==> src/rtl/adder24_pkg.sv <==
// Shared constants, types and helpers for the 24-bit segmented adder front end.
// The carry chain is split into NSEG segments of SEG_W bits each.
package adder24_pkg;

    localparam int unsigned WIDTH = 24;
    localparam int unsigned SEG_W = 3;
    localparam int unsigned NSEG  = WIDTH / SEG_W;

    typedef logic [WIDTH-1:0] word_t;
    typedef logic [NSEG-1:0]  segflag_t;

    typedef enum logic [1:0] {
        EMPTY = 2'd0,
        ONE   = 2'd1,
        FULL  = 2'd2
    } state_t;

    typedef struct packed {
        word_t    s;
        word_t    d;
        logic     c0;
        segflag_t px;
    } pg_payload_t;

    localparam int unsigned PAYLOAD_W = $bits(pg_payload_t);

    // A segment may be skipped only when every bit in it propagates.
    function automatic segflag_t seg_all_prop(input word_t p);
        segflag_t flags;
        flags = {NSEG{1'b0}};
        for (int unsigned i = 0; i < NSEG; i++) begin
            flags[i] = &p[i*SEG_W +: SEG_W];
        end
        return flags;
    endfunction

endpackage

==> src/rtl/adder24_pg_skid_buf.sv <==
// Generic 2-entry valid/ready skid buffer: main register drives the outputs,
// skid register catches the beat accepted while downstream stalls.
module pg_skid_buf
    import adder24_pkg::*;
#(
    parameter int unsigned DW = 8
) (
    input  logic          clk,
    input  logic          rst_n,
    input  logic          in_valid,
    output logic          in_ready,
    input  logic [DW-1:0] in_data,
    output logic          out_valid,
    input  logic          out_ready,
    output logic [DW-1:0] out_data
);

    state_t        state_r;
    logic [DW-1:0] main_r;
    logic [DW-1:0] skid_r;
    logic          out_valid_r;
    logic          in_ready_r;
    logic          in_xfer_s;
    logic          out_xfer_s;

    assign in_xfer_s  = in_valid && in_ready_r;
    assign out_xfer_s = out_valid_r && out_ready;

    // Occupancy FSM; in_ready is registered so it never depends on out_ready.
    always_ff @(posedge clk or negedge rst_n) begin
        if (!rst_n) begin
            state_r     <= EMPTY;
            main_r      <= {DW{1'b0}};
            skid_r      <= {DW{1'b0}};
            out_valid_r <= 1'b0;
            in_ready_r  <= 1'b1;
        end else begin
            case (state_r)
                EMPTY: begin
                    if (in_xfer_s) begin
                        main_r      <= in_data;
                        out_valid_r <= 1'b1;
                        state_r     <= ONE;
                    end
                end
                ONE: begin
                    if (in_xfer_s && out_xfer_s) begin
                        main_r <= in_data;
                    end else if (in_xfer_s) begin
                        skid_r     <= in_data;
                        in_ready_r <= 1'b0;
                        state_r    <= FULL;
                    end else if (out_xfer_s) begin
                        out_valid_r <= 1'b0;
                        state_r     <= EMPTY;
                    end
                end
                FULL: begin
                    if (out_xfer_s) begin
                        main_r     <= skid_r;
                        in_ready_r <= 1'b1;
                        state_r    <= ONE;
                    end
                end
                default: begin
                    // Unreachable encoding: recover to a clean empty buffer.
                    state_r     <= EMPTY;
                    out_valid_r <= 1'b0;
                    in_ready_r  <= 1'b1;
                end
            endcase
        end
    end

    assign in_ready  = in_ready_r;
    assign out_valid = out_valid_r;
    assign out_data  = main_r;

endmodule

==> src/rtl/adder24_pg_stage.sv <==
// Registered propagate/generate front end for the 24-bit segmented carry chain.
// Computes S/DI/carry-in/skip flags and presents them through a skid buffer.
module adder24_pg_stage
    import adder24_pkg::*;
(
    input  logic     clk,
    input  logic     rst_n,
    input  logic     in_valid,
    output logic     in_ready,
    input  word_t    a,
    input  word_t    b,
    input  logic     sub,
    output logic     out_valid,
    input  logic     out_ready,
    output word_t    s,
    output word_t    d,
    output logic     c0,
    output segflag_t px
);

    word_t                bb_s;
    pg_payload_t          pg_s;
    logic [PAYLOAD_W-1:0] buf_out_s;
    pg_payload_t          pg_out_s;

    // Subtraction is a + ~b + 1, the +1 entering as the chain carry-in.
    always_comb begin
        bb_s  = {WIDTH{1'b0}};
        pg_s  = '{s: {WIDTH{1'b0}}, d: {WIDTH{1'b0}}, c0: 1'b0, px: {NSEG{1'b0}}};
        if (sub) begin
            bb_s = ~b;
        end else begin
            bb_s = b;
        end
        pg_s.s  = a ^ bb_s;
        pg_s.d  = a;
        pg_s.c0 = sub;
        pg_s.px = seg_all_prop(a ^ bb_s);
    end

    pg_skid_buf #(
        .DW (PAYLOAD_W)
    ) u_skid (
        .clk       (clk),
        .rst_n     (rst_n),
        .in_valid  (in_valid),
        .in_ready  (in_ready),
        .in_data   (pg_s),
        .out_valid (out_valid),
        .out_ready (out_ready),
        .out_data  (buf_out_s)
    );

    assign pg_out_s = pg_payload_t'(buf_out_s);
    assign s        = pg_out_s.s;
    assign d        = pg_out_s.d;
    assign c0       = pg_out_s.c0;
    assign px       = pg_out_s.px;

endmodule

==> config.mk <==
export PLATFORM = sky130hd
export DESIGN_NAME = adder24_pg_stage
export DESIGN_NICKNAME = d
export VERILOG_FILES = /design/src/rtl/adder24_pkg.sv /design/src/rtl/adder24_pg_skid_buf.sv /design/src/rtl/adder24_pg_stage.sv
export SDC_FILE = /design/constraint.sdc
export NUM_CORES = 1
export LEC_CHECK = 0
export BUFFER_PORTS_ARGS = -buffer_cell sky130_fd_sc_hd__buf_2
export CORE_MARGIN = 10
export CORE_UTILIZATION = 30
export CTS_BUF_LIST = sky130_fd_sc_hd__clkbuf_4 sky130_fd_sc_hd__clkbuf_8
export DETAILED_ROUTE_END_ITERATION = 12
export HOLD_SLACK_MARGIN = 0.08
export PLACE_DENSITY = 0.52
export SETUP_SLACK_MARGIN = 0.5
export SLEW_MARGIN = 30
export SYNTH_ARGS = -nofsm -noshare
export SYNTH_HDL_FRONTEND = slang
export SYNTH_HIERARCHICAL = 1
export SYNTH_SLANG_ARGS = --single-unit
==> constraint.sdc <==
create_clock -name clk -period 1.79 [get_ports clk]
set_input_delay 0.358 -clock clk [delete_from_list [all_inputs] [get_ports clk]]
set_output_delay 0.358 -clock clk [all_outputs]
set_load 0.02 [all_outputs]
* After elaboration in Yosys (flattened, before gate mapping)
Cells that the tools add are included.
** Operators by class
- $add $sub $neg :: 0
- $mul :: 0
- Div/mod/pow operators :: 0
- Order comparisons :: 0
- Eq/ne operators :: 10
- Shifts and indexed selects :: 0
- Mux-type cells :: 20
- Bitwise operators :: 5
- Reduce and logical (&&, ||, !) cells :: 18
** Operators by type and width (count)
- $mux 57 :: 3
- $pmux 57 s3 :: 1
- $reduce_and 3->1 :: 9
- $mux 24 :: 1
- $not 24->24 :: 1
- $xor 24x24->24 :: 1
- $reduce_and 4->1 :: 3
- $mux 2 :: 5
- $ne 2x1->1 const B :: 5
- $mux 1 :: 7
- $pmux 1 s3 :: 2
- $pmux 2 s3 :: 1
- $reduce_and 5->1 :: 1
- $ne 2x2->1 const B :: 2
- $logic_and 1x1->1 :: 3
- $ne 3x1->1 const B :: 1
- $not 1->1 :: 3
- $reduce_bool 3->1 :: 1
- $eq 2x1->1 const B :: 1
- $eq 2x2->1 const B :: 1
- $logic_not 2->1 :: 1
** Word-level totals
- Flip-flop bits (word level) :: 118
- Bits in latches :: 0
- RAM bits :: 0
- Memory bits (read-only) :: 0
- Input bits :: 53
- Output and inout bits :: 59
- Word-level logic and storage cells :: 58
- Memories :: 0

* Longest topological paths before layout
Gate-level depths: netlist (run 1).
- Depth in word-level cells :: 6
- Gate-level depth with buffers :: 5
- Mapped depth without buffers :: 4

* Hierarchy
Netlist (run 1), hierarchy kept.
** By module, submodules not included
- pg_skid_buf :: times used 1, cells each 327, area an instance 5398.9 sq um, sequential area each 2954.1 sq um
- adder24_pg_stage :: times used 1, cells each 58, area an instance 755.7 sq um, sequential area each 0.0 sq um

* Worst setup path before layout (run 1)
Ideal clock, no wire load.
- Path kind :: register to register
- Start point :: register u_skid.in_ready_r, in the netlist u_skid/in_ready
- End point :: register u_skid.main_r[0], in the netlist u_skid/out_data[0]
- Library setup time :: 0.125 ns
- Arrival :: 1.554 ns
- Required time :: 1.665 ns
- Path slack :: 0.111 ns
- Stages on the path, launching flop included :: 6
- Buffers on the path :: 2
- Period minus slack after synthesis :: 1.679 ns
- Path through :: dfstp_2 -> nand4_1 -> o211ai_2 -> buf_6 -> buf_6 -> mux2_4
** On the way
- Cells in the longest elaborated chain, start to end :: 4
- Elaborated cells between the ends (all ways) :: 5
- Those cells by class :: eq/ne (2); reduce/logical (3)
** Ends and longest elaborated chain
- start: declaration :: line adder24_pg_skid_buf.sv:22 : logic in_ready_r;
- start signal: assignment :: line adder24_pg_skid_buf.sv:36 : in_ready_r <= 1'b1;
- start signal: assignment :: line adder24_pg_skid_buf.sv:51 : in_ready_r <= 1'b0;
- start signal: assignment :: line adder24_pg_skid_buf.sv:61 : in_ready_r <= 1'b1;
- $logic_and 1x1->1 * :: line adder24_pg_skid_buf.sv:26 : assign in_xfer_s = in_valid && in_ready_r;
- $logic_and 1x1->1 :: line adder24_pg_skid_buf.sv:47 : if (in_xfer_s && out_xfer_s) begin
- $ne 2x1->1 (no source line)
- $reduce_and 4->1 (no source line) *
- end signal: assignment :: line adder24_pg_skid_buf.sv:33 : main_r <= {DW{1'b0}};
- end signal: assignment :: line adder24_pg_skid_buf.sv:48 : main_r <= in_data;
- end signal: assignment :: line adder24_pg_skid_buf.sv:60 : main_r <= skid_r;
- end: declaration :: line adder24_pg_skid_buf.sv:19 : logic [DW-1:0] main_r;
Mark *: on every way between the ends. The rest lies on a longest branch, timed or not.
A chain may end at the register's enable or synchronous reset.

* Worst setup path in the final report (run 1)
- Start point :: register u_skid.in_ready_r, in the netlist u_skid/in_ready
- End point :: register u_skid.skid_r[13]
** On the way
- Cells in the longest elaborated chain, start to end :: 4
** Ends and longest elaborated chain
- $logic_and 1x1->1 * :: line adder24_pg_skid_buf.sv:26
- $logic_and 1x1->1 :: line adder24_pg_skid_buf.sv:47
- $not 1->1 (no source line)
- $reduce_and 3->1 (no source line) *
- end signal: assignment :: line adder24_pg_skid_buf.sv:34 : skid_r <= {DW{1'b0}};
- end signal: assignment :: line adder24_pg_skid_buf.sv:50 : skid_r <= in_data;
- end: declaration :: line adder24_pg_skid_buf.sv:20 : logic [DW-1:0] skid_r;
Marked as above.

==> impl_metrics.yaml, run 1 <==
floorplan:
  core_region_area_um2: 20230
  die_height_um: 163.2
  placement_rows: 52
  die_x_um: 163.2
  initial_utilization: 0.3042
  io_pins: 112
  design.die.area_um2: 26640
logic_synthesis:
  async_reset_ff_frac: 1.000
  synthesized_area_fraction_occupied_by_ao_oa_aoi_and_oai_cells: 0.01220
  synthSimpleGateAreaFrac: 0.02379
  synth.ff_latch_count: 118
  synth_edf_count: 0
  netlist_top_cells_area: "sky130_fd_sc_hd__dfrtp_1, sky130_fd_sc_hd__mux2_2, sky130_fd_sc_hd__mux2_4, sky130_fd_sc_hd__xnor3_1, sky130_fd_sc_hd__xnor3_2"
  yosys_warnings: 6
  ys_dominant_reg_cell: "sky130_fd_sc_hd__dfrtp_1"
  post_synth_fa_ha_maj_area_fraction: 0
  yosys.cell_types.count: 27
  synth_sequential_area_ratio: 0.4800
  mappedNetlistNets: 438
  cells_after_synth: 385
  post_synth_xor_area_fraction: 0.09148
  syn_avg_cell_area_um2: 15.99
  synth_top_family_by_area: "multiplexers"
  share_of_the_synthesized_area_in_the_top_cell_type: 0.4757
  post-synth-top-area-cell: "sky130_fd_sc_hd__dfrtp_1"
  post_synth_mux_area_share: 0.3482
  mappedNetlistArea_um2: 6155
pwr:
  cell_area_power_density_nw_per_um2: 1208
  vdd.ir_drop.worst_v: 0.0006141
  p_leak_nw: 4.351
route:
  drcViolationCount: 0
  ant_nets: 0
  drt-vias-per-instance: 4.375
  total_number_of_vias: 3706
  totalWireLength_mm: 15.36
  drt_pre_antenna_iters: 4
  drt_first_iter_violations: 105
  post_dr_wirelength_cell_um: 18.14
clock_tree:
  numCtsBuffers: 17
  cts_root_buffer: "sky130_fd_sc_hd__clkbuf_8"
  cts_sinks: 118
  clock_slew_seen_by_the_registers_of_the_worst_setup_and_hold_paths_ns: 0.08
  cts_tree: "yes"
  clock_tree.buffer_depth: 2
  htreeDepth: 4
  worst_skew_pair.late_latency_ns: 0.44
grt:
  grt_util_all_layers: 0.1166
  antenna_violations_before_repair: 0
  first_global_vias: 4207
  grt_max_degree: 44
  global_route_wire_length_before_repair_mm: 23.96
  grt_remaining_overflow: 0
timing:
  finalSetupViolations: 0
  rsz0062_at_grt: "yes"
  worst-slew-pin-transition_ns: 0.3343
  post-route-worst-setup-slack_ns: 0.04463
  final_hold_viol_count: 0
  max_slew_margin: 0.7771
  clock-skew-final_ns: 0.01042
  finalMaxSlewViolations: 0
  hold_slack_ns: 0.1847
  achievable_clock_frequency_ghz: 0.5729
  fin_crit_sh: 0.9751
  fin_crit_ns: 1.745
place:
  place_congestion: 0.7359
  placement.cell_area_um2: 7184
  post-dp-hpwl_mm: 9.776
  worst_setup_slack_post_dpl_ns: -0.04225
  place.port_buffers: 111
finish:
  postLayoutCellArea_um2: 8597
  final_util: 0.4249
  fillCellCount: 1883
  mostFrequentLayoutCell: "sky130_fd_sc_hd__dfrtp_1"
  diodes_inserted: 0
  layout.cells.most_common_list: "sky130_fd_sc_hd__dfrtp_1, sky130_fd_sc_hd__mux2_2, sky130_fd_sc_hd__mux2_4"
  syn2layout_area_growth_pct: 39.68
  finish.net_count: 617
  final_layout_size_suffix_gt1_frac: 0.6915
critical_path:
  worst_reg_to_reg_path_cell_count: 6
  reg2reg_to: "u_skid/skid_r[13]"
  timing.critical_path.to_type: "flip-flop"
  critical_setup_path_kind: "flip-flop to flip-flop"
  startpoint_type: "flip-flop"
  critical_path.reg2reg.startpoint: "u_skid/in_ready"
  cp_max_fo: 6
  r2r_slack_ns: 0.04
  worstPathRequired_ns: 2.11
  arrival_ns: 2.07
run_status:
  run_status: "completed"
worst_hold_path:
  hold_depth: 2
  timing.hold.worst.start: "a[5]"
  holdCritPathClass: "input pin to flip-flop"
  end_point_of_the_most_critical_hold_path: "u_skid/skid_r[14]"
job:
  max_cap_violations: 0
[synth_stat cells, types with 2 or more instances]
cell                       count
sky130_fd_sc_hd__buf_6        12
sky130_fd_sc_hd__xnor3_2       6
sky130_fd_sc_hd__mux2_2      103
sky130_fd_sc_hd__inv_1        26
sky130_fd_sc_hd__xnor3_1      14
sky130_fd_sc_hd__nor3_2        8
sky130_fd_sc_hd__xnor3_4       4
sky130_fd_sc_hd__mux2_4       58
sky130_fd_sc_hd__buf_2         8
sky130_fd_sc_hd__dfrtp_1     117
sky130_fd_sc_hd__mux2_1       10
sky130_fd_sc_hd__a21boi_0      2
sky130_fd_sc_hd__nand2_1       2
sky130_fd_sc_hd__o21ai_0       2
[critical path, stage by stage (launching register included)]
cell,delay (ns)
sky130_fd_sc_hd__dfstp_2,0.55
sky130_fd_sc_hd__buf_4,0.13
sky130_fd_sc_hd__and3b_2,0.25
sky130_fd_sc_hd__nand2_8,0.12
sky130_fd_sc_hd__buf_12,0.18
sky130_fd_sc_hd__buf_16,0.14
sky130_fd_sc_hd__mux2_2,0.27
[worst max-delay path by stage]
stage | startpoint | end | slack (ns) | depth (start not counted)
floorplan | u_skid/in_ready | u_skid/out_data[0] | 0.12 | 5
global route | u_skid/in_ready | u_skid/out_data[43] | -0.05 | 5
finish | u_skid/in_ready | u_skid/skid_r[13] | 0.04 | 6
CTS | u_skid/in_ready | u_skid/out_data[19] | 0.03 | 5
detailed placement | sub | u_skid/out_data[53] | -0.04 | 6
global placement | sub | u_skid/out_data[6] | -0.01 | 6
[cell type report]
type	instances	area [um2]	area share
clock inverter	14	102.6	0.01193
sequential	118	2958	0.3441
clock buffer	18	247.7	0.02882
tap	270	337.8	0.03930
multi-input combinational	221	3014	0.3506
timing repair buffer	180	1839	0.2139
inverter	26	97.59	0.01135
[repair_timing]
item                                    4_1_cts  5_1_grt
pin swaps                                     1        1
buffers inserted                             31       10
hold buffers                                  1        0
endpoints found under the hold margin        18        0
gates resized for setup                     141       14
endpoints found under the setup margin      174      176
gates cloned                                  8        0
[per-layer routing]
layer	track usage	share of wire	vias up
li1	-	-	1724
met1	0.1354	0.43	1910
met2	0.1999	0.52	66
met3	0.03927	0.046	6
met4	0.03320	0.0040	0
met5	0	0	-
[kinds of logic after synthesis]
group	count (synthesis)
DFF	118
muxes	171
buffers and inverters	46
and+or+nand+nor	17
AOI/OAI and AO/OA	9
xor gates and xnor gates	24
[stage by stage]
| step | total power (W) | TNS [ns] | std cells |
|---|---|---|---|
| floorplan | 0.005960 | 0 | 385 |
| global placement | 0.006939 | -0.01116 | 765 |
| detailed placement | 0.007024 | -1.040 | 765 |
| global route | 0.01099 | -1.693 | 847 |
| finish | 0.01038 | 0 | 847 |
| CTS | 0.01040 | 0 | 837 |
[power breakdown]
part | leakage, nW | switching (W) | internal [W]
Sequential | 1.54 | 0.000573 | 0.00353
Combinational | 2.64 | 0.00152 | 0.00256
Clock | 0.172 | 0.00120 | 0.00100
[flip-flops by register name, summed over array words and instances (netlist names)]
name              flops
u_skid/skid_r        57
u_skid/in_ready       1
u_skid/out_valid      1
u_skid/out_data      57
u_skid/state_r        2
(Power assumes the default switching activity.)
==> run 2: changes to the inputs <==
- GPL_TIMING_DRIVEN: default -> 0
==> run 2 against run 1 <==
Global-route usage grew 1.3 points. Power increased by 5.4%. Clock power increased by 23%. Clock skew is 0.0033 ns lower. Cell count increased by 1.3%. Worst setup slack improved by 0.027 ns. Clock-buffer cell count rose by 3. Design area increased by 0.76%. Combinational power grew 1%. First-iteration DRC count is 12% higher. Utilization rose by 0.32 points. Critical path type unchanged. Largest cell class unchanged.
==> impl_metrics.yaml, run 2 (synthesized netlist as in run 1, its figures left out) <==
place:
  place_congestion: 0.6926
  number_of_instances_in_the_placed_design: 767
  place.port_buffers: 111
  post-dp-hpwl_mm: 10.79
critical_path:
  arrival_ns: 2.04
  worstPathRequired_ns: 2.11
  critical_path.reg2reg.startpoint: "u_skid/in_ready"
  slowest_delay_ns: 0.56
  critPathSlowestCell: "sky130_fd_sc_hd__dfstp_2"
  crit_top_cell: "sky130_fd_sc_hd__buf_12"
  worst_reg_to_reg_path_cell_count: 6
  timing.critical_path.to_type: "flip-flop"
  critical_setup_path_kind: "flip-flop to flip-flop"
  startpoint_type: "flip-flop"
  r2r_slack_ns: 0.07
  cp_max_fo: 8
  reg2reg_to: "u_skid/skid_r[48]"
  worstPathCellList: "buf_4, and3b_2, nand2_4, buf_12, buf_12, mux2_4"
grt:
  global_route_wire_length_before_repair_mm: 25.96
  grt_max_degree: 61
  antenna_violations_before_repair: 0
  grt_remaining_overflow: 0
  grt_util_all_layers: 0.1296
  first_global_vias: 4322
finish:
  final-seq-area_um2: 2958
  diodes_inserted: 0
  finish.net_count: 630
  mostFrequentLayoutCell: "sky130_fd_sc_hd__dfrtp_1"
  fillCellCount: 1830
  layout.cells.most_common_list: "sky130_fd_sc_hd__dfrtp_1, sky130_fd_sc_hd__mux2_2, sky130_fd_sc_hd__buf_6"
  final_layout_size_suffix_gt1_frac: 0.6990
  multi_input_comb_area_um2: 2963
  final_util: 0.4281
  syn2layout_area_growth_pct: 40.74
  final_cells: 858
pwr:
  cell_internal_pwr_w: 0.007716
  share_seq_of_total_power: 0.375
  cell_area_power_density_nw_per_um2: 1263
  pwr-share-comb: 0.377
  vdd.ir_drop.worst_v: 0.0004796
  power.share.clock: 0.248
  power.share.switching: 0.2947
  power.net_switching_w: 0.003225
  p_leak_nw: 4.445
floorplan:
  design.die.area_um2: 26640
  placement_rows: 52
  io_pins: 112
  die_x_um: 163.2
  die_height_um: 163.2
  initial_utilization: 0.3042
  core_region_area_um2: 20230
timing:
  worst-slew-pin-transition_ns: 0.4734
  rsz0062_at_grt: "yes"
  finalSetupViolations: 0
  final_hold_viol_count: 0
  finalMaxSlewViolations: 0
  fin_crit_sh: 0.9600
  max_slew_margin: 0.6844
  achievable_clock_frequency_ghz: 0.5819
  fin_crit_ns: 1.718
  clock-skew-final_ns: 0.007104
route:
  ant_nets: 0
  drt_first_iter_violations: 118
  totalWireLength_mm: 16.93
  total_number_of_vias: 3753
  drt-vias-per-instance: 4.374
  drcViolationCount: 0
  drt_pre_antenna_iters: 4
  post_dr_wirelength_cell_um: 19.73
clock_tree:
  worst_skew_pair.late_latency_ns: 0.43
  clock_tree.buffer_depth: 2
  cts_tree: "yes"
  clock_slew_seen_by_the_registers_of_the_worst_setup_and_hold_paths_ns: 0.07
  cts_sinks: 118
  htreeDepth: 4
  cts_root_buffer: "sky130_fd_sc_hd__clkbuf_8"
  numCtsBuffers: 17
job:
  max_cap_violations: 0
run_status:
  run_status: "completed"
worst_hold_path:
  holdCritPathClass: "input pin to flip-flop"
  hold_depth: 2
  end_point_of_the_most_critical_hold_path: "u_skid/skid_r[21]"
  timing.hold.worst.start: "a[12]"
-- run 2: cell count changes in the layout (fill, tap and decap cells not counted), sizes merged --
cell / previous run / this run
buf: 178 / 191
bufbuf: 1 / 0
bufinv: 0 / 4
clkbuf: 18 / 22
clkinv: 6 / 3
clkinvlp: 4 / 2
inv: 30 / 26
-- run 2: final cells by class --
class                      instances  area share
buffer                            20     0.03597
clock buffer                      21     0.03264
clock inverter                     9     0.01733
inverter                          26     0.01127
multi-input combinational        221      0.3420
sequential                       118      0.3415
tap                              270     0.03900
timing repair buffer             173      0.1803
-- run 2: power groups by stage --
stage,combinational (W),clock (W),sequential [W]
floorplan,0.00133,0,0.00463
global placement,0.00294,0,0.00398
detailed placement,0.00300,0,0.00402
CTS,0.00403,0.00281,0.00409
global route,0.00441,0.00292,0.00421
finish,0.00413,0.00271,0.00410
-- run 2: worst max-delay path by stage --
| stage | from | endpoint | slack (ns) | cells past startpoint |
|---|---|---|---|---|
| final | u_skid/in_ready | u_skid/skid_r[48] | 0.07 | 6 |
| after global placement | rst_n | u_skid/out_data[28] | -1.23 | 1 |
| after floorplan | u_skid/in_ready | u_skid/out_data[0] | 0.12 | 5 |
| after global routing | u_skid/in_ready | u_skid/out_data[5] | 0.02 | 5 |
| after detailed placement | sub | u_skid/out_data[53] | -0.16 | 6 |
| after CTS | u_skid/state_r[1] | u_skid/out_data[6] | 0.05 | 5 |
-- run 2: stage by stage --
step	setup WS, ns	total power (W)	hold WS [ns]	TNS (ns)	instance area, um2
after detailed placement	-0.1608	0.007020	0.3227	-3.989	7126
after global routing	0.02482	0.01155	0.1619	0	8662
after floorplan	0.1161	0.005960	0.06241	0	6195
after CTS	0.05381	0.01092	0.1509	0	8496
final	0.07155	0.01094	0.1870	0	8662
after global placement	-1.230	0.006921	0.4809	-146.25	7088
-- run 2: what timing repair did --
action	4_1_cts	5_1_grt
hold buffers	1	0
pin swaps	1	0
gates resized for setup	163	6
hold endpoints to repair	57	0
endpoints found under the setup margin	174	174
buffers inserted	36	19
gates cloned	5	0
-- run 2: critical path, delay by kind of cell (launching register included) --
family / cells / cell delay, ns
buf+inv: 3 / 0.44
simple gates: 2 / 0.32
flops: 1 / 0.56
mux: 1 / 0.29
-- run 2: per-layer routing --
layer  wire length, um  global-route usage  vias to the layer above
met5                 0                   0                        -
met1              7210              0.1567                     1922
met2              8753              0.2186                       72
met4               240             0.04713                        0
li1                  -                   -                     1745
met3               724             0.03222                       14
==> run 3: changes to the inputs <==
- PLACE_DENSITY: 0.52 -> 0.53
- SYNTH_HIERARCHICAL: 1 -> default
==> run 3 against run 2 <==
Worst setup slack better by 0.022 ns. Utilization up 4.8 points. Power down 46%. Die area down 9.2%.
==> impl_metrics.yaml, run 3 <==
floorplan:
  initial_utilization: 0.3059
  io_pins: 112
  die_height_um: 155.6
  placement_rows: 49
  design.die.area_um2: 24200
  die_x_um: 155.6
  core_region_area_um2: 18020
finish:
  syn2layout_area_growth_pct: 55.53
  diodes_inserted: 0
  fillCellCount: 1686
  finish.net_count: 799
  mostFrequentLayoutCell: "sky130_fd_sc_hd__dfrtp_1"
  final_util: 0.4758
  layout.cells.most_common_list: "sky130_fd_sc_hd__dfrtp_1, sky130_fd_sc_hd__nand2_1, sky130_fd_sc_hd__buf_6"
  postLayoutCellArea_um2: 8576
  final_layout_size_suffix_gt1_frac: 0.4506
timing:
  finalMaxSlewViolations: 0
  fin_crit_sh: 0.9477
  final_hold_viol_count: 0
  rsz0062_at_grt: "yes"
  achievable_clock_frequency_ghz: 0.5895
  fin_crit_ns: 1.696
  finalSetupViolations: 0
  worst-slew-pin-transition_ns: 0.6135
  clock-skew-final_ns: 0.01100
  max_slew_margin: 0.5880
pwr:
  total_power_w: 0.005932
  cell_internal_pwr_w: 0.004413
  power.share.clock: 0.463
  power.net_switching_w: 0.001519
  vdd.ir_drop.worst_v: 0.0004059
  pwr-share-comb: 0.087
  cell_area_power_density_nw_per_um2: 691.7
  power.share.switching: 0.2561
  p_leak_nw: 4.144
  share_seq_of_total_power: 0.449
critical_path:
  startpoint_type: "flip-flop"
  worstPathCellList: "and3b_2, nand2_4, buf_12, buf_6, buf_8, mux2_4"
  critical-path-top-delay-family: "flip-flops"
  worstPathRequired_ns: 2.12
  critical_setup_path_kind: "flip-flop to flip-flop"
  cp_max_fo: 9
  critPathSlowestCell: "sky130_fd_sc_hd__dfstp_2"
  arrival_ns: 2.03
  worst-path-buf-inv: 3
  timing.critical_path.to_type: "flip-flop"
  slowest_delay_ns: 0.58
grt:
  antenna_violations_before_repair: 0
  grt_max_degree: 61
  global_route_wire_length_before_repair_mm: 27.61
  first_global_vias: 4899
  grt_util_all_layers: 0.1481
  grt_remaining_overflow: 0
route:
  post_dr_wirelength_cell_um: 18.88
  routed-wl-met2_mm: 9.130
  ant_nets: 0
  drt-vias-per-instance: 4.897
  totalWireLength_mm: 18.66
  drcViolationCount: 0
  drt_pre_antenna_iters: 5
  dr_wl_met3_mm: 1.275
  drt_first_iter_violations: 285
  total_number_of_vias: 4838
  topRoutingLayerUsed: "met4"
  wirelength_met1_mm: 8.045
run_status:
  run_status: "completed"
logic_synthesis:
  syn_avg_cell_area_um2: 10.17
  synth_most_common_cell: "sky130_fd_sc_hd__dfrtp_1"
  mappedNetlistArea_um2: 5514
  yosys_warnings: 0
  synth.ff_latch_count: 118
  async_reset_ff_frac: 1.000
  ys_top_cells_by_count: "sky130_fd_sc_hd__dfrtp_1, sky130_fd_sc_hd__nand2_1, sky130_fd_sc_hd__nor2_1, sky130_fd_sc_hd__a31oi_1, sky130_fd_sc_hd__xnor2_1"
  synth_edf_count: 0
  netlist_top_cells_area: "sky130_fd_sc_hd__dfrtp_1, sky130_fd_sc_hd__mux2_2, sky130_fd_sc_hd__nand2_1, sky130_fd_sc_hd__xnor2_1, sky130_fd_sc_hd__a31oi_1"
  share_of_the_synthesized_area_in_the_top_cell_type: 0.5310
  post-synth-top-area-cell: "sky130_fd_sc_hd__dfrtp_1"
  ys_dominant_reg_cell: "sky130_fd_sc_hd__dfrtp_1"
  yosys.cell_types.count: 26
  mappedNetlistNets: 595
  synth_sequential_area_ratio: 0.5357
  cells_after_synth: 542
job:
  max_cap_violations: 0
place:
  placement.cell_area_um2: 6410
  post-dp-hpwl_mm: 12.77
  place_congestion: 0.8297
  place.port_buffers: 110
clock_tree:
  clock_tree.buffer_depth: 2
  cts_tree: "yes"
  worst_skew_pair.late_latency_ns: 0.45
  cts_sinks: 118
  cts_root_buffer: "sky130_fd_sc_hd__clkbuf_8"
  clock_slew_seen_by_the_registers_of_the_worst_setup_and_hold_paths_ns: 0.08
  htreeDepth: 4
  numCtsBuffers: 17
worst_hold_path:
  holdCritPathClass: "input pin to flip-flop"
==> run 3: cell types whose count changed after synthesis, moves of 9 or more <==
| cell | before | now |
|---|---|---|
| sky130_fd_sc_hd__clkbuf_1 | 0 | 13 |
| sky130_fd_sc_hd__o22ai_1 | 0 | 9 |
| sky130_fd_sc_hd__buf_2 | 8 | 18 |
| sky130_fd_sc_hd__a31oi_1 | 0 | 50 |
| sky130_fd_sc_hd__o21ai_0 | 2 | 17 |
| sky130_fd_sc_hd__nor2_1 | 1 | 60 |
| sky130_fd_sc_hd__mux2_4 | 58 | 3 |
| sky130_fd_sc_hd__mux2_2 | 103 | 42 |
| sky130_fd_sc_hd__xnor2_1 | 0 | 48 |
| sky130_fd_sc_hd__inv_1 | 26 | 8 |
| sky130_fd_sc_hd__nand2_1 | 2 | 113 |
| sky130_fd_sc_hd__xnor3_1 | 14 | 0 |
==> run 3: kinds of logic (layout without fill, tap and decap cells) <==
family	after synthesis	count (layout)	synth area share
multiplexers	49	49	0.1021
AND/OR/NAND/NOR	201	201	0.1520
buffers and inverters	45	262	0.04175
flip-flops	118	118	0.5357
AO/OA/AOI/OAI	81	81	0.09212
XOR/XNOR	48	48	0.07624
==> run 3: final cells by class <==
class	instances	area, um2	share of cell area
clock buffer	18	247.7	0.02889
clock inverter	14	200.2	0.02334
sequential	118	2957	0.3448
tap	229	286.5	0.03341
inverter	8	30.03	0.003502
multi-input combinational	379	2629	0.3065
timing repair buffer	185	1785	0.2082
buffer	37	440.4	0.05136
==> run 3: timing repair <==
action                                  CTS  global route
setup buffers                            45            15
cloned                                    6             7
resized for setup                       200            63
endpoints found under the hold margin    57             0
pin swaps                                 5             9
hold buffers                              1             0
endpoints found under the setup margin  174           174
==> run 3: final timing paths <==
path | from | endpoint | slack (ns) | cells past startpoint
setup reg to reg | u_skid.in_ready | u_skid.skid_r[47] | 0.09 | 6
setup / recovery | u_skid.in_ready | u_skid.skid_r[47] | 0.09 | 6
min in group asynchronous | rst_n | u_skid.out_data[31] | 0.45 | 2
hold / removal | a[10] | u_skid.out_data[19] | 0.19 | 3
hold reg to reg | u_skid.skid_r[2] | u_skid.skid_r[2] | 0.49 | 2
max in group asynchronous | rst_n | u_skid.out_data[12] | 0.68 | 3
==> run 3: metrics by stage <==
stage | std cells | TNS, ns | setup WS (ns) | hold WS (ns)
final | 988 | 0 | 0.09365 | 0.1856
after CTS | 966 | 0 | 0.1422 | 0.1510
after global placement | 881 | -139.86 | -1.167 | 0.4572
after floorplan | 542 | 0 | 0.2049 | 0.06241
after detailed placement | 882 | -5.285 | -0.1835 | 0.3274
after global routing | 988 | 0 | 0.05563 | 0.1576
==> run 3: power groups by stage <==
stage | Clock [W] | Combinational [W] | Sequential, W
2_1_floorplan | 0 | 0.000250 | 0.00272
3_3_place_gp | 0 | 0.000490 | 0.00272
3_5_place_dp | 0 | 0.000507 | 0.00272
4_1_cts | 0.00281 | 0.000514 | 0.00266
5_1_grt | 0.00294 | 0.000570 | 0.00266
6_report | 0.00275 | 0.000519 | 0.00266
==> run 3: worst reg2reg max path: stages, from the launching register on <==
cell and delay, ns:
sky130_fd_sc_hd__dfstp_2 0.58, sky130_fd_sc_hd__and3b_2 0.23, sky130_fd_sc_hd__nand2_4 0.07, sky130_fd_sc_hd__buf_12 0.17, sky130_fd_sc_hd__buf_6 0.13, sky130_fd_sc_hd__buf_8 0.12, sky130_fd_sc_hd__mux2_4 0.29
==> run 3: routing by layer <==
| layer | vias to the layer above | GRT usage |
|---|---|---|
| li1 | 2274 | - |
| met1 | 2415 | 0.1863 |
| met2 | 139 | 0.2335 |
| met3 | 10 | 0.05321 |
| met4 | 0 | 0.04412 |
| met5 | - | 0 |
